[src/rtl/mem_arb_pkg.sv]
// Shared types and constants for the two-port memory arbiter.
package mem_arb_pkg;

  typedef enum logic [1:0] {
    IDLE  = 2'd0,
    ISSUE = 2'd1,
    WAIT  = 2'd2,
    DONE  = 2'd3
  } state_t;

  localparam logic OP_READ  = 1'b0;
  localparam logic OP_WRITE = 1'b1;

  localparam int ADDR_W = 3;
  localparam int DATA_W = 8;
  localparam int CNT_W  = 4;

endpackage

[src/rtl/mem_arbiter_rr_arb2.sv]
// Two-input grant picker holding the last_gnt history.
// With MEM_ARB_FIXED_PRIO_EN defined, port 0 always wins and no history is kept.
module rr_arb2 (
  input  logic clk,
  input  logic rst_n,
  input  logic req0,
  input  logic req1,
  input  logic upd,
  input  logic upd_port,
  output logic gnt_port,
  output logic gnt_valid
);

`ifdef MEM_ARB_FIXED_PRIO_EN
  logic unused_s;
  assign unused_s = ^{clk, rst_n, upd, upd_port};

  // Port 0 wins whenever it is requesting
  always_comb begin
    gnt_port = 1'b0;
    if (req0) begin
      gnt_port = 1'b0;
    end else if (req1) begin
      gnt_port = 1'b1;
    end else begin
      gnt_port = 1'b0;
    end
  end
`else
  logic last_gnt_r;

  // Remember the port served most recently; port 1 after reset so port 0 wins first
  always_ff @(posedge clk) begin
    if (!rst_n) begin
      last_gnt_r <= 1'b1;
    end else if (upd) begin
      last_gnt_r <= upd_port;
    end else begin
      last_gnt_r <= last_gnt_r;
    end
  end

  // On contention the port that was not served last wins
  always_comb begin
    gnt_port = 1'b0;
    if (req0 && req1) begin
      gnt_port = ~last_gnt_r;
    end else if (req1) begin
      gnt_port = 1'b1;
    end else begin
      gnt_port = 1'b0;
    end
  end
`endif

  assign gnt_valid = req0 | req1;

endmodule

[src/rtl/mem_arbiter.sv]
// Two-port arbiter and issue/wait/capture sequencer for the 8x8 memory.
// Arbitration is round-robin unless MEM_ARB_FIXED_PRIO_EN is defined (fixed priority, port 0).
module mem_arbiter
  import mem_arb_pkg::*;
#(
  parameter int MEM_LAT = 2
) (
  input  logic              clk,
  input  logic              rst_n,
  input  logic              req0,
  input  logic              req1,
  input  logic              op0,
  input  logic              op1,
  input  logic [ADDR_W-1:0] addr0,
  input  logic [ADDR_W-1:0] addr1,
  input  logic [DATA_W-1:0] wdata0,
  input  logic [DATA_W-1:0] wdata1,
  output logic              ack0,
  output logic              ack1,
  output logic [DATA_W-1:0] rdata0,
  output logic [DATA_W-1:0] rdata1,
  output logic              busy,
  output logic [ADDR_W-1:0] m_adr,
  output logic              m_select,
  output logic              m_op,
  output logic [DATA_W-1:0] m_i,
  input  logic [DATA_W-1:0] m_o
);

  localparam logic [CNT_W-1:0] CNT_LOAD = CNT_W'(MEM_LAT - 1);
  localparam logic [CNT_W-1:0] CNT_ZERO = {CNT_W{1'b0}};
  localparam logic [CNT_W-1:0] CNT_ONE  = {{(CNT_W-1){1'b0}}, 1'b1};

  state_t            state_r, state_nx_s;
  logic [CNT_W-1:0]  cnt_r;
  logic              gnt_port_r;
  logic              arb_port_s, arb_valid_s;
  logic              sel_op_s;
  logic [ADDR_W-1:0] sel_adr_s;
  logic [DATA_W-1:0] sel_dat_s;
  logic              m_select_r, m_op_r, ack0_r, ack1_r, busy_r;
  logic [ADDR_W-1:0] m_adr_r;
  logic [DATA_W-1:0] m_i_r, rdata0_r, rdata1_r;

  rr_arb2 u_arb (
    .clk       (clk),
    .rst_n     (rst_n),
    .req0      (req0),
    .req1      (req1),
    .upd       (state_r == DONE),
    .upd_port  (gnt_port_r),
    .gnt_port  (arb_port_s),
    .gnt_valid (arb_valid_s)
  );

  // Route the winning requester's operands toward the memory-side registers
  always_comb begin
    sel_op_s  = OP_READ;
    sel_adr_s = {ADDR_W{1'b0}};
    sel_dat_s = {DATA_W{1'b0}};
    if (arb_port_s) begin
      sel_op_s  = op1;
      sel_adr_s = addr1;
      sel_dat_s = wdata1;
    end else begin
      sel_op_s  = op0;
      sel_adr_s = addr0;
      sel_dat_s = wdata0;
    end
  end

  // Sequencer next-state logic
  always_comb begin
    state_nx_s = state_r;
    case (state_r)
      IDLE:    state_nx_s = arb_valid_s ? ISSUE : IDLE;
      ISSUE:   state_nx_s = WAIT;
      WAIT:    state_nx_s = (cnt_r == CNT_ZERO) ? DONE : WAIT;
      DONE:    state_nx_s = IDLE;
      default: state_nx_s = IDLE;
    endcase
  end

  // State, counter and all registered outputs; strobes are derived from the next state
  always_ff @(posedge clk) begin
    if (!rst_n) begin
      state_r    <= IDLE;
      cnt_r      <= CNT_ZERO;
      gnt_port_r <= 1'b0;
      m_select_r <= 1'b0;
      m_op_r     <= OP_READ;
      m_adr_r    <= {ADDR_W{1'b0}};
      m_i_r      <= {DATA_W{1'b0}};
      ack0_r     <= 1'b0;
      ack1_r     <= 1'b0;
      busy_r     <= 1'b0;
      rdata0_r   <= {DATA_W{1'b0}};
      rdata1_r   <= {DATA_W{1'b0}};
    end else begin
      state_r    <= state_nx_s;
      m_select_r <= (state_nx_s == ISSUE);
      ack0_r     <= (state_nx_s == DONE) && !gnt_port_r;
      ack1_r     <= (state_nx_s == DONE) && gnt_port_r;
      busy_r     <= (state_nx_s != IDLE);
      case (state_r)
        IDLE: begin
          if (arb_valid_s) begin
            gnt_port_r <= arb_port_s;
            m_op_r     <= sel_op_s;
            m_adr_r    <= sel_adr_s;
            m_i_r      <= sel_dat_s;
          end
        end
        ISSUE: cnt_r <= CNT_LOAD;
        WAIT: begin
          if (cnt_r != CNT_ZERO) begin
            cnt_r <= cnt_r - CNT_ONE;
          end
        end
        DONE: begin
          if (m_op_r == OP_READ) begin
            if (gnt_port_r) begin
              rdata1_r <= m_o;
            end else begin
              rdata0_r <= m_o;
            end
          end
        end
        default: cnt_r <= CNT_ZERO;
      endcase
    end
  end

  assign ack0     = ack0_r;
  assign ack1     = ack1_r;
  assign rdata0   = rdata0_r;
  assign rdata1   = rdata1_r;
  assign busy     = busy_r;
  assign m_adr    = m_adr_r;
  assign m_select = m_select_r;
  assign m_op     = m_op_r;
  assign m_i      = m_i_r;

endmodule

[config.mk]
export PLATFORM = sky130hd
export DESIGN_NAME = mem_arbiter
export DESIGN_NICKNAME = d
export VERILOG_FILES = /design/src/rtl/mem_arb_pkg.sv /design/src/rtl/mem_arbiter_rr_arb2.sv /design/src/rtl/mem_arbiter.sv
export SDC_FILE = /design/constraint.sdc
export NUM_CORES = 1
export LEC_CHECK = 0
export BUFFER_PORTS_ARGS = -buffer_cell sky130_fd_sc_hd__buf_2
export CAP_MARGIN = 20
export CORE_MARGIN = 2
export CORE_UTILIZATION = 48
export CTS_CLUSTER_DIAMETER = 50
export DETAILED_ROUTE_END_ITERATION = 12
export GPL_TIMING_DRIVEN = 0
export PLACE_DENSITY_LB_ADDON = 0.1
export REMOVE_ABC_BUFFERS = 1
export SLEW_MARGIN = 30
export SYNTH_ARGS = -nofsm -noshare
export SYNTH_HDL_FRONTEND = slang
export SYNTH_HIERARCHICAL = 1
export SYNTH_SLANG_ARGS = --single-unit
[constraint.sdc]
create_clock -name clk -period 1.6 [get_ports clk]
set_input_delay 0.16 -clock clk [delete_from_list [all_inputs] [get_ports clk]]
set_output_delay 0.16 -clock clk [all_outputs]
set_load 0.005 [all_outputs]
==> results of run 1 <==
-- per-layer routing --
metal  wire [um]  share of wire [%]  global-route usage (%)  vias to the layer above
met3         144                4.1                    6.16                        4
li1            -                  -                       -                      709
met5           0                  0                       0                        -
met2        1820                 51                    31.8                       32
met4          50                1.4                    7.81                        0
met1        1540                 43                    21.2                      663
-- repair_timing --
action	4_1_cts	5_1_grt
pin swaps	0	0
gates cloned	0	0
hold buffers	0	0
buffers inserted	0	3
gates resized for setup	2	2
endpoints found under the setup margin	21	9
-- cell usage in the layout, fill, tap and decap left out, types with 3 or more instances in the layout --
master,netlist,routed
sky130_fd_sc_hd__buf_2,4,67
sky130_fd_sc_hd__dfxtp_1,40,40
sky130_fd_sc_hd__mux2i_1,30,30
sky130_fd_sc_hd__nand2_1,17,17
sky130_fd_sc_hd__nor2b_1,17,17
sky130_fd_sc_hd__o211a_1,12,12
sky130_fd_sc_hd__clkbuf_8,0,5
sky130_fd_sc_hd__inv_1,4,4
sky130_fd_sc_hd__ha_1,6,4
sky130_fd_sc_hd__buf_4,3,3
-- where the power goes --
part | switching [mW] | total [mW] | internal [mW] | leakage (nW)
combinational | 0.283 | 0.573 | 0.290 | 0.783
sequential | 0.0677 | 1.17 | 1.10 | 0.327
clock | 0.329 | 0.943 | 0.614 | 0.0642
total | 0.680 | 2.68 | 2.00 | 1.17
-- registers in the layout (all words and copies together) (netlist names) --
signal / count
gnt_port_r: 1
rdata1: 8
m_select: 1
busy: 1
state_r: 2
m_i: 8
m_op: 1
u_arb/last_gnt_r: 1
m_adr: 3
cnt_r: 4
ack0: 1
rdata0: 8
ack1: 1
-- through the flow --
stage | setup WS [ps] | power [mW] | utilization [%] | area, sq um | cells
2_1_floorplan | -640 | 1.54 | - | 1730 | 155
3_3_place_gp | -1060 | 1.72 | 58.5 | 2130 | 270
3_5_place_dp | -140 | 1.75 | 59.0 | 2140 | 271
4_1_cts | 24.5 | 2.70 | 62.7 | 2280 | 278
5_1_grt | 21.7 | 2.84 | 63.5 | 2310 | 281
6_report | 142 | 2.68 | 63.5 | 2310 | 281
-- worst max-delay path: cells and delay by family, from the launching register on --
| family | cells | cell delay (ps) |
|---|---|---|
| and+or+nand+nor | 2 | 460 |
| muxes | 1 | 300 |
| adders and majority gates | 1 | 230 |
| DFF | 1 | 370 |
-- cell families (layout without fill, tap and decap cells) --
family	Yosys count	count (layout)
adders and majority gates	6	6
buffers and inverters	16	82
and+or+nand+nor	51	51
DFF	40	40
muxes	30	30
AOI/OAI and AO/OA	24	24
-- area by class of cell --
cell class	count	area [sq um]	share of cell area, %
clock inverters	2	60.1	2.60
repair buffers	71	369	16.0
flip-flops and latches	40	801	34.7
inverters	4	15.0	0.651
well taps	48	60.1	2.60
multi-input cells	111	932	40.4
clock buffers	5	68.8	2.98
-- worst paths after layout --
check              endpoint  slack, ps  cells past startpoint
hold reg to reg      m_i[7]        490                      1
setup / recovery  rdata1[6]        140                      4
setup reg to reg  rdata1[6]        140                      4
hold / removal    rdata1[7]        140                      3
==> run summary, run 1 <==
Outcome -> complete, no violations
Latest clock arrival within the worst-skew pair -> 290 ps
Min Tclk post-route -> 1460 ps
Avg Vias per Cell -> 5.01
Total count of max-transition violations in the final report -> 0
Ports -> 68
Part of the cycle the worst path needs -> 91.1%
DP HPWL -> 2.51 mm
FILL cells -> 311
Synth Instances -> 167
Yosys top cell area share -> 44.5%
Count of antenna diodes in the layout -> 0
Floorplan row count -> 22
Cell with the most instances after synthesis -> sky130_fd_sc_hd__dfxtp_1
Setup repair after global routing missed its margin -> false
Worst slew margin relative to its limit -> 58.7%
Final hold violation count -> 0
Number of violations of the max-capacitance limit -> 0
Sequential element share of the synthesized area -> 44.5%
Hold Startpoint -> m_o[7]
CP cell instances -> ha_2, nand3b_1, mux2i_1, nor2b_1
#FFs+latches synth -> 40
Total length of routed wires -> 3.55 mm
Count of buffers from port buffering -> 67
VDD IR-drop max -> 0.800 mV
Fraction of final layout cells sized beyond drive strength 1 -> 38.6%
Main combinational cell family by area after synthesis -> simple AND/OR/NAND/NOR gates
Maximum fanout count along the critical path -> 8
Type of destination of the critical path -> flip-flop
Via count of the first global-routing pass -> 1,395
Overall fraction of global-route tracks in use -> 18.6%
Total via count after detailed routing -> 1,408
Most instantiated cells after synthesis -> sky130_fd_sc_hd__dfxtp_1 (40), sky130_fd_sc_hd__mux2i_1 (30), sky130_fd_sc_hd__nand2_1 (17), sky130_fd_sc_hd__nor2b_1 (17), sky130_fd_sc_hd__o211a_1 (12)
Data arrival at the endpoint of the critical path -> 1640 ps
Detailed-routing iteration count for the pre-antenna-repair pass -> 4
H-Tree Level Count -> 2
Layout Nets -> 275
Number of CTS-inserted buffers -> 5
Most instantiated flip-flop cell in the synthesis netlist -> sky130_fd_sc_hd__dfxtp_1
Class of the most critical hold timing path -> primary input to flip-flop
Leakage power figure -> 1.17 nW
Wire length of the first global-routing pass -> 6.01 mm
Reg2reg start -> state_r[0]
Worst clock skew on the final layout -> 3.96 ps
Die area -> 4260 sq um
CTS tree -> built
Cell with the biggest individual delay on the critical path -> sky130_fd_sc_hd__nand3b_1
Max Clk Rate -> 686 MHz
Simple-gate portion of the synthesized area -> 18.0%
DRC -> 0
Number of antenna violations at the first check in global routing -> 0
Die width -> 65.2 um
Post-CTS clock slew at the launch and capture registers of the worst setup and hold paths -> 70 ps
Drt first-iter violations -> 65
Initial Util -> 49.6%
Height of the die -> 65.2 um
Largest stage delay on the critical path -> 390 ps
XOR/XNOR Fraction of Synth Area -> 0%
Area growth from synthesis to final layout -> 28.1%
Nature of the critical path startpoint -> flip-flop
CTS Sinks -> 40
Total congestion overflow -> 0
Worst setup path start -> state_r[0]
Total of warnings raised by yosys -> 6
Cell taking the most area after synthesis -> sky130_fd_sc_hd__dfxtp_1
Final count of negative-setup-slack endpoints -> 0
Unique cell type count in the Yosys netlist -> 33
Placer congestion estimate -> 0.755
Cell area after synthesis -> 1800 sq um
Wire length per cell after detailed routing -> 12.6 um
Power per Cell Area -> 1160 nW/um^2
Number of enable-type register cells in the synthesized netlist -> 0
Buffer levels on the longest clock path -> 2
Average size of a mapped cell -> 10.8 sq um
Pin count of the biggest net entering global routing -> 42
Worst Hold Margin -> 139 ps
Adder and majority cell fraction of the synthesized area -> 4.17%
Biggest area contributors in the synthesized netlist -> sky130_fd_sc_hd__dfxtp_1 (44%), sky130_fd_sc_hd__mux2i_1 (17%), sky130_fd_sc_hd__o211a_1 (6.7%), sky130_fd_sc_hd__nor2b_1 (5.9%), sky130_fd_sc_hd__ha_1 (4.2%)
WP data required -> 1780 ps
Cell chosen for the clock root -> sky130_fd_sc_hd__clkbuf_8
Setup TNS -> 0 ps
Fraction of registers with async set or reset after synthesis -> 0%
CORE AREA -> 3630 sq um
Number of antenna-violating nets in the routed design -> 0
Synth Area in Compound Gates -> 12.0%
Mux contribution to synthesized area -> 16.7%
Slew @ Worst Pin -> 620 ps
Type of the worst setup path -> flip-flop to flip-flop
Note: power is estimated with default switching activity, not from simulation.
==> run 2, diff against run 1 <==
Settings changed: ABC_AREA from default to 1, CORE_UTILIZATION 48 to 47, CTS_BUF_LIST from default to sky130_fd_sc_hd__clkbuf_16, SYNTH_HIERARCHICAL 1 to default.
==> run 2 against run 1 <==
Effect of this change:
- die area decreased by 5.1%
- via count grew 14%
- wire length up 1.3%
- largest power group unchanged
- largest cell class is now sequential cells
==> run summary, run 2 <==
Outcome -> complete, no violations (unchanged)
Total count of max-transition violations in the final report -> 0 (unchanged)
Total power of the final layout -> 2.73 mW (was 2.68 mW)
Average size of a mapped cell -> 7.51 sq um (was 10.8 sq um)
H-Tree Level Count -> 2 (unchanged)
Hold_buf cts -> 0 (unchanged)
Synth Area in Compound Gates -> 14.9% (was 12.0%)
Placed Area -> 2010 sq um (was 2140 sq um)
Total via count after detailed routing -> 1,611 (was 1,408)
CTS Sinks -> 40 (unchanged)
Worst slew margin relative to its limit -> 65.4% (was 58.7%)
Worst clock skew on the final layout -> 4.60 ps (was 3.96 ps)
Die width -> 63.5 um (was 65.2 um)
DP HPWL -> 2.61 mm (was 2.51 mm)
Area growth from synthesis to final layout -> 29.1% (was 28.1%)
XOR/XNOR Fraction of Synth Area -> 0% (unchanged)
Adder and majority cell fraction of the synthesized area -> 3.75% (was 4.17%)
Power per Cell Area -> 1270 nW/um^2 (was 1160 nW/um^2)
Mux contribution to synthesized area -> 0% (was 16.7%)
Total non-filler cell area in the finished layout -> 2150 sq um (was 2310 sq um)
Yosys top cell area share -> 48.0% (was 44.5%)
Sequential element share of the synthesized area -> 48.0% (was 44.5%)
WP data required -> 1750 ps (was 1780 ps)
Count of buffers from port buffering -> 67 (unchanged)
Reg2reg start -> state_r[0] (unchanged)
Number of antenna violations at the first check in global routing -> 0 (unchanged)
CP Capture Point -> rdata1[1] (was rdata1[6])
Type of the worst setup path -> flip-flop to flip-flop (unchanged)
Depth of the worst register-to-register path -> 6 (was 4)
Detailed-routing iteration count for the pre-antenna-repair pass -> 4 (unchanged)
Number of buffers and inverters on the critical path -> 1 (was 0)
Synth Instances -> 222 (was 167)
VDD IR-drop max -> 0.772 mV (was 0.800 mV)
Worst setup path start -> state_r[0] (unchanged)
Fraction of registers with async set or reset after synthesis -> 0% (unchanged)
Biggest area contributors in the synthesized netlist -> sky130_fd_sc_hd__dfxtp_1 (48%), sky130_fd_sc_hd__nand2_1 (11%), sky130_fd_sc_hd__nor2_1 (8.1%), sky130_fd_sc_hd__a21oi_1 (7.5%), sky130_fd_sc_hd__o21ai_0 (6.0%) (was sky130_fd_sc_hd__dfxtp_1 (44%), sky130_fd_sc_hd__mux2i_1 (17%), sky130_fd_sc_hd__o211a_1 (6.7%), sky130_fd_sc_hd__nor2b_1 (5.9%), sky130_fd_sc_hd__ha_1 (4.2%))
Cell area after synthesis -> 1670 sq um (was 1800 sq um)
Delay-heaviest family, CP -> simple AND/OR/NAND/NOR gates (unchanged)
Overall fraction of global-route tracks in use -> 19.4% (was 18.6%)
Buffer levels on the longest clock path -> 2 (unchanged)
Most common cell after layout, fill and taps aside -> sky130_fd_sc_hd__buf_2 (unchanged)
Unique cell type count in the Yosys netlist -> 23 (was 33)
Total congestion overflow -> 0 (unchanged)
Via count of the first global-routing pass -> 1,526 (was 1,395)
Highest-count cells in the layout ignoring fill and taps -> sky130_fd_sc_hd__buf_2 (67), sky130_fd_sc_hd__nand2_1 (46), sky130_fd_sc_hd__dfxtp_1 (40) (was sky130_fd_sc_hd__buf_2 (67), sky130_fd_sc_hd__dfxtp_1 (40), sky130_fd_sc_hd__mux2i_1 (30))
Number of enable-type register cells in the synthesized netlist -> 0 (unchanged)
Max Clk Rate -> 697 MHz (was 686 MHz)
Total length of routed wires -> 3.59 mm (was 3.55 mm)
Leakage power figure -> 1.08 nW (was 1.17 nW)
Drt first-iter violations -> 57 (was 65)
Number of violations of the max-capacitance limit -> 0 (unchanged)
Part of the cycle the worst path needs -> 89.6% (was 91.1%)
Largest stage delay on the critical path -> 360 ps (was 390 ps)
Cell with the most instances after synthesis -> sky130_fd_sc_hd__nand2_1 (was sky130_fd_sc_hd__dfxtp_1)
Number of logic stages on the critical path including buffering -> 6 (was 4)
Placer congestion estimate -> 0.816 (was 0.755)
CP cell instances -> ha_1, inv_1, nor2_2, nand2_2, nand2_1, a21oi_1 (was ha_2, nand3b_1, mux2i_1, nor2b_1)
Main combinational cell family by area after synthesis -> simple AND/OR/NAND/NOR gates (unchanged)
Crit Reg-Reg Endpoint -> rdata1[1] (was rdata1[6])
Type of destination of the critical path -> flip-flop (unchanged)
Layout Nets -> 329 (was 275)
Final hold violation count -> 0 (unchanged)
CORE AREA -> 3360 sq um (was 3630 sq um)
Height of the die -> 63.5 um (was 65.2 um)
Fraction of final layout cells sized beyond drive strength 1 -> 28.7% (was 38.6%)
Maximum fanout count along the critical path -> 9 (was 8)
Resized cells post-CTS -> 0 (was 2)
Number of antenna-violating nets in the routed design -> 0 (unchanged)
Final count of negative-setup-slack endpoints -> 0 (unchanged)
Number of CTS-inserted buffers -> 5 (unchanged)
Floorplan row count -> 21 (was 22)
DRC -> 0 (unchanged)
Most instantiated flip-flop cell in the synthesis netlist -> sky130_fd_sc_hd__dfxtp_1 (unchanged)
Setup bufs post-CTS -> 0 (unchanged)
Data arrival at the endpoint of the critical path -> 1590 ps (was 1640 ps)
Nature of the critical path startpoint -> flip-flop (unchanged)
Latest clock arrival within the worst-skew pair -> 280 ps (was 290 ps)
Die area -> 4040 sq um (was 4260 sq um)
Ports -> 68 (unchanged)
#FFs+latches synth -> 40 (unchanged)
Wire length per cell after detailed routing -> 10.7 um (was 12.6 um)
Total of warnings raised by yosys -> 0 (was 6)
Slew @ Worst Pin -> 518 ps (was 620 ps)
Initial Util -> 49.6% (about the same)
Cell with the biggest individual delay on the critical path -> sky130_fd_sc_hd__dfxtp_1 (was sky130_fd_sc_hd__nand3b_1)
Count of antenna diodes in the layout -> 0 (unchanged)
Minimum setup slack among reg-to-reg paths -> 170 ps (was 140 ps)
Post-CTS clock slew at the launch and capture registers of the worst setup and hold paths -> 60 ps (was 70 ps)
Cell chosen for the clock root -> sky130_fd_sc_hd__clkbuf_16 (was sky130_fd_sc_hd__clkbuf_8)
Cell taking the most area after synthesis -> sky130_fd_sc_hd__dfxtp_1 (unchanged)
Class of the most critical hold timing path -> primary input to flip-flop (unchanged)
Min Tclk post-route -> 1430 ps (was 1460 ps)
Avg Vias per Cell -> 4.81 (was 5.01)
Pin count of the biggest net entering global routing -> 26 (was 42)
Simple-gate portion of the synthesized area -> 26.3% (was 18.0%)
CTS tree -> built (unchanged)
Most instantiated cells after synthesis -> sky130_fd_sc_hd__nand2_1 (47), sky130_fd_sc_hd__dfxtp_1 (40), sky130_fd_sc_hd__nor2_1 (36) (was sky130_fd_sc_hd__dfxtp_1 (40), sky130_fd_sc_hd__mux2i_1 (30), sky130_fd_sc_hd__nand2_1 (17), sky130_fd_sc_hd__nor2b_1 (17), sky130_fd_sc_hd__o211a_1 (12))
Wire length of the first global-routing pass -> 6.35 mm (was 6.01 mm)
[run 2: per-layer routing]
layer | GRT usage (%) | vias up | part of all wire (%)
met5 | 0 | - | 0
met4 | 4.89 | 0 | 1.2
met3 | 6.79 | 6 | 6.0
met2 | 33.8 | 40 | 48
met1 | 22.7 | 718 | 45
li1 | - | 847 | -
[run 2: layout make-up]
class | instances | area, sq um
Inverter | 17 | 63.8
Timing Repair Buffer | 67 | 335
Multi-Input combinational cell | 157 | 751
Fill cell | 343 | 1210
Clock inverter | 3 | 18.8
Tap cell | 46 | 57.6
Sequential cell | 40 | 801
Clock buffer | 5 | 125
[run 2: power by group]
| part | total, mW | internal (mW) | switching [mW] |
|---|---|---|---|
| registers | 1.20 | 1.12 | 0.0760 |
| logic | 0.582 | 0.241 | 0.341 |
| clock network | 0.951 | 0.571 | 0.380 |
[run 2: worst min path at each step]
| stage | from | endpoint | slack (ps) | depth (start not counted) |
|---|---|---|---|---|
| final | wdata1[1] | m_i[1] | 100 | 3 |
| after global routing | op1 | m_op | 120 | 3 |
| after CTS | wdata1[0] | m_i[0] | 100 | 3 |
| after detailed placement | wdata1[1] | m_i[1] | 390 | 3 |
| after global placement | wdata1[3] | m_i[3] | 380 | 3 |
| after floorplan | rst_n | cnt_r[0] | 280 | 2 |
[run 2: stage by stage]
step / worst slack (ps) / setup TNS [ps] / utilization, % / cells / hold slack (ps)
2_1_floorplan: 347 / 0 / - / 214 / 283
3_3_place_gp: 186 / 0 / 59.6 / 327 / 382
3_5_place_dp: 172 / 0 / 59.6 / 327 / 392
4_1_cts: 156 / 0 / 63.9 / 335 / 102
5_1_grt: -4.20 / -4.20 / 64.0 / 335 / 117
6_report: 166 / 0 / 64.0 / 335 / 103
[run 2: worst reg2reg max path, stage by stage (launching register included)]
cell                      delay [ps]
sky130_fd_sc_hd__dfxtp_1         360
sky130_fd_sc_hd__ha_1            160
sky130_fd_sc_hd__inv_1            90
sky130_fd_sc_hd__nor2_2          320
sky130_fd_sc_hd__nand2_2         200
sky130_fd_sc_hd__nand2_1         110
sky130_fd_sc_hd__a21oi_1          60
[run 2: kinds of logic after synthesis]
family                   after synthesis
adder cells (fa/ha/maj)                5
AO/OA/AOI/OAI                         48
buffers and inverters                 25
flip-flops                            40
AND/OR/NAND/NOR                      104
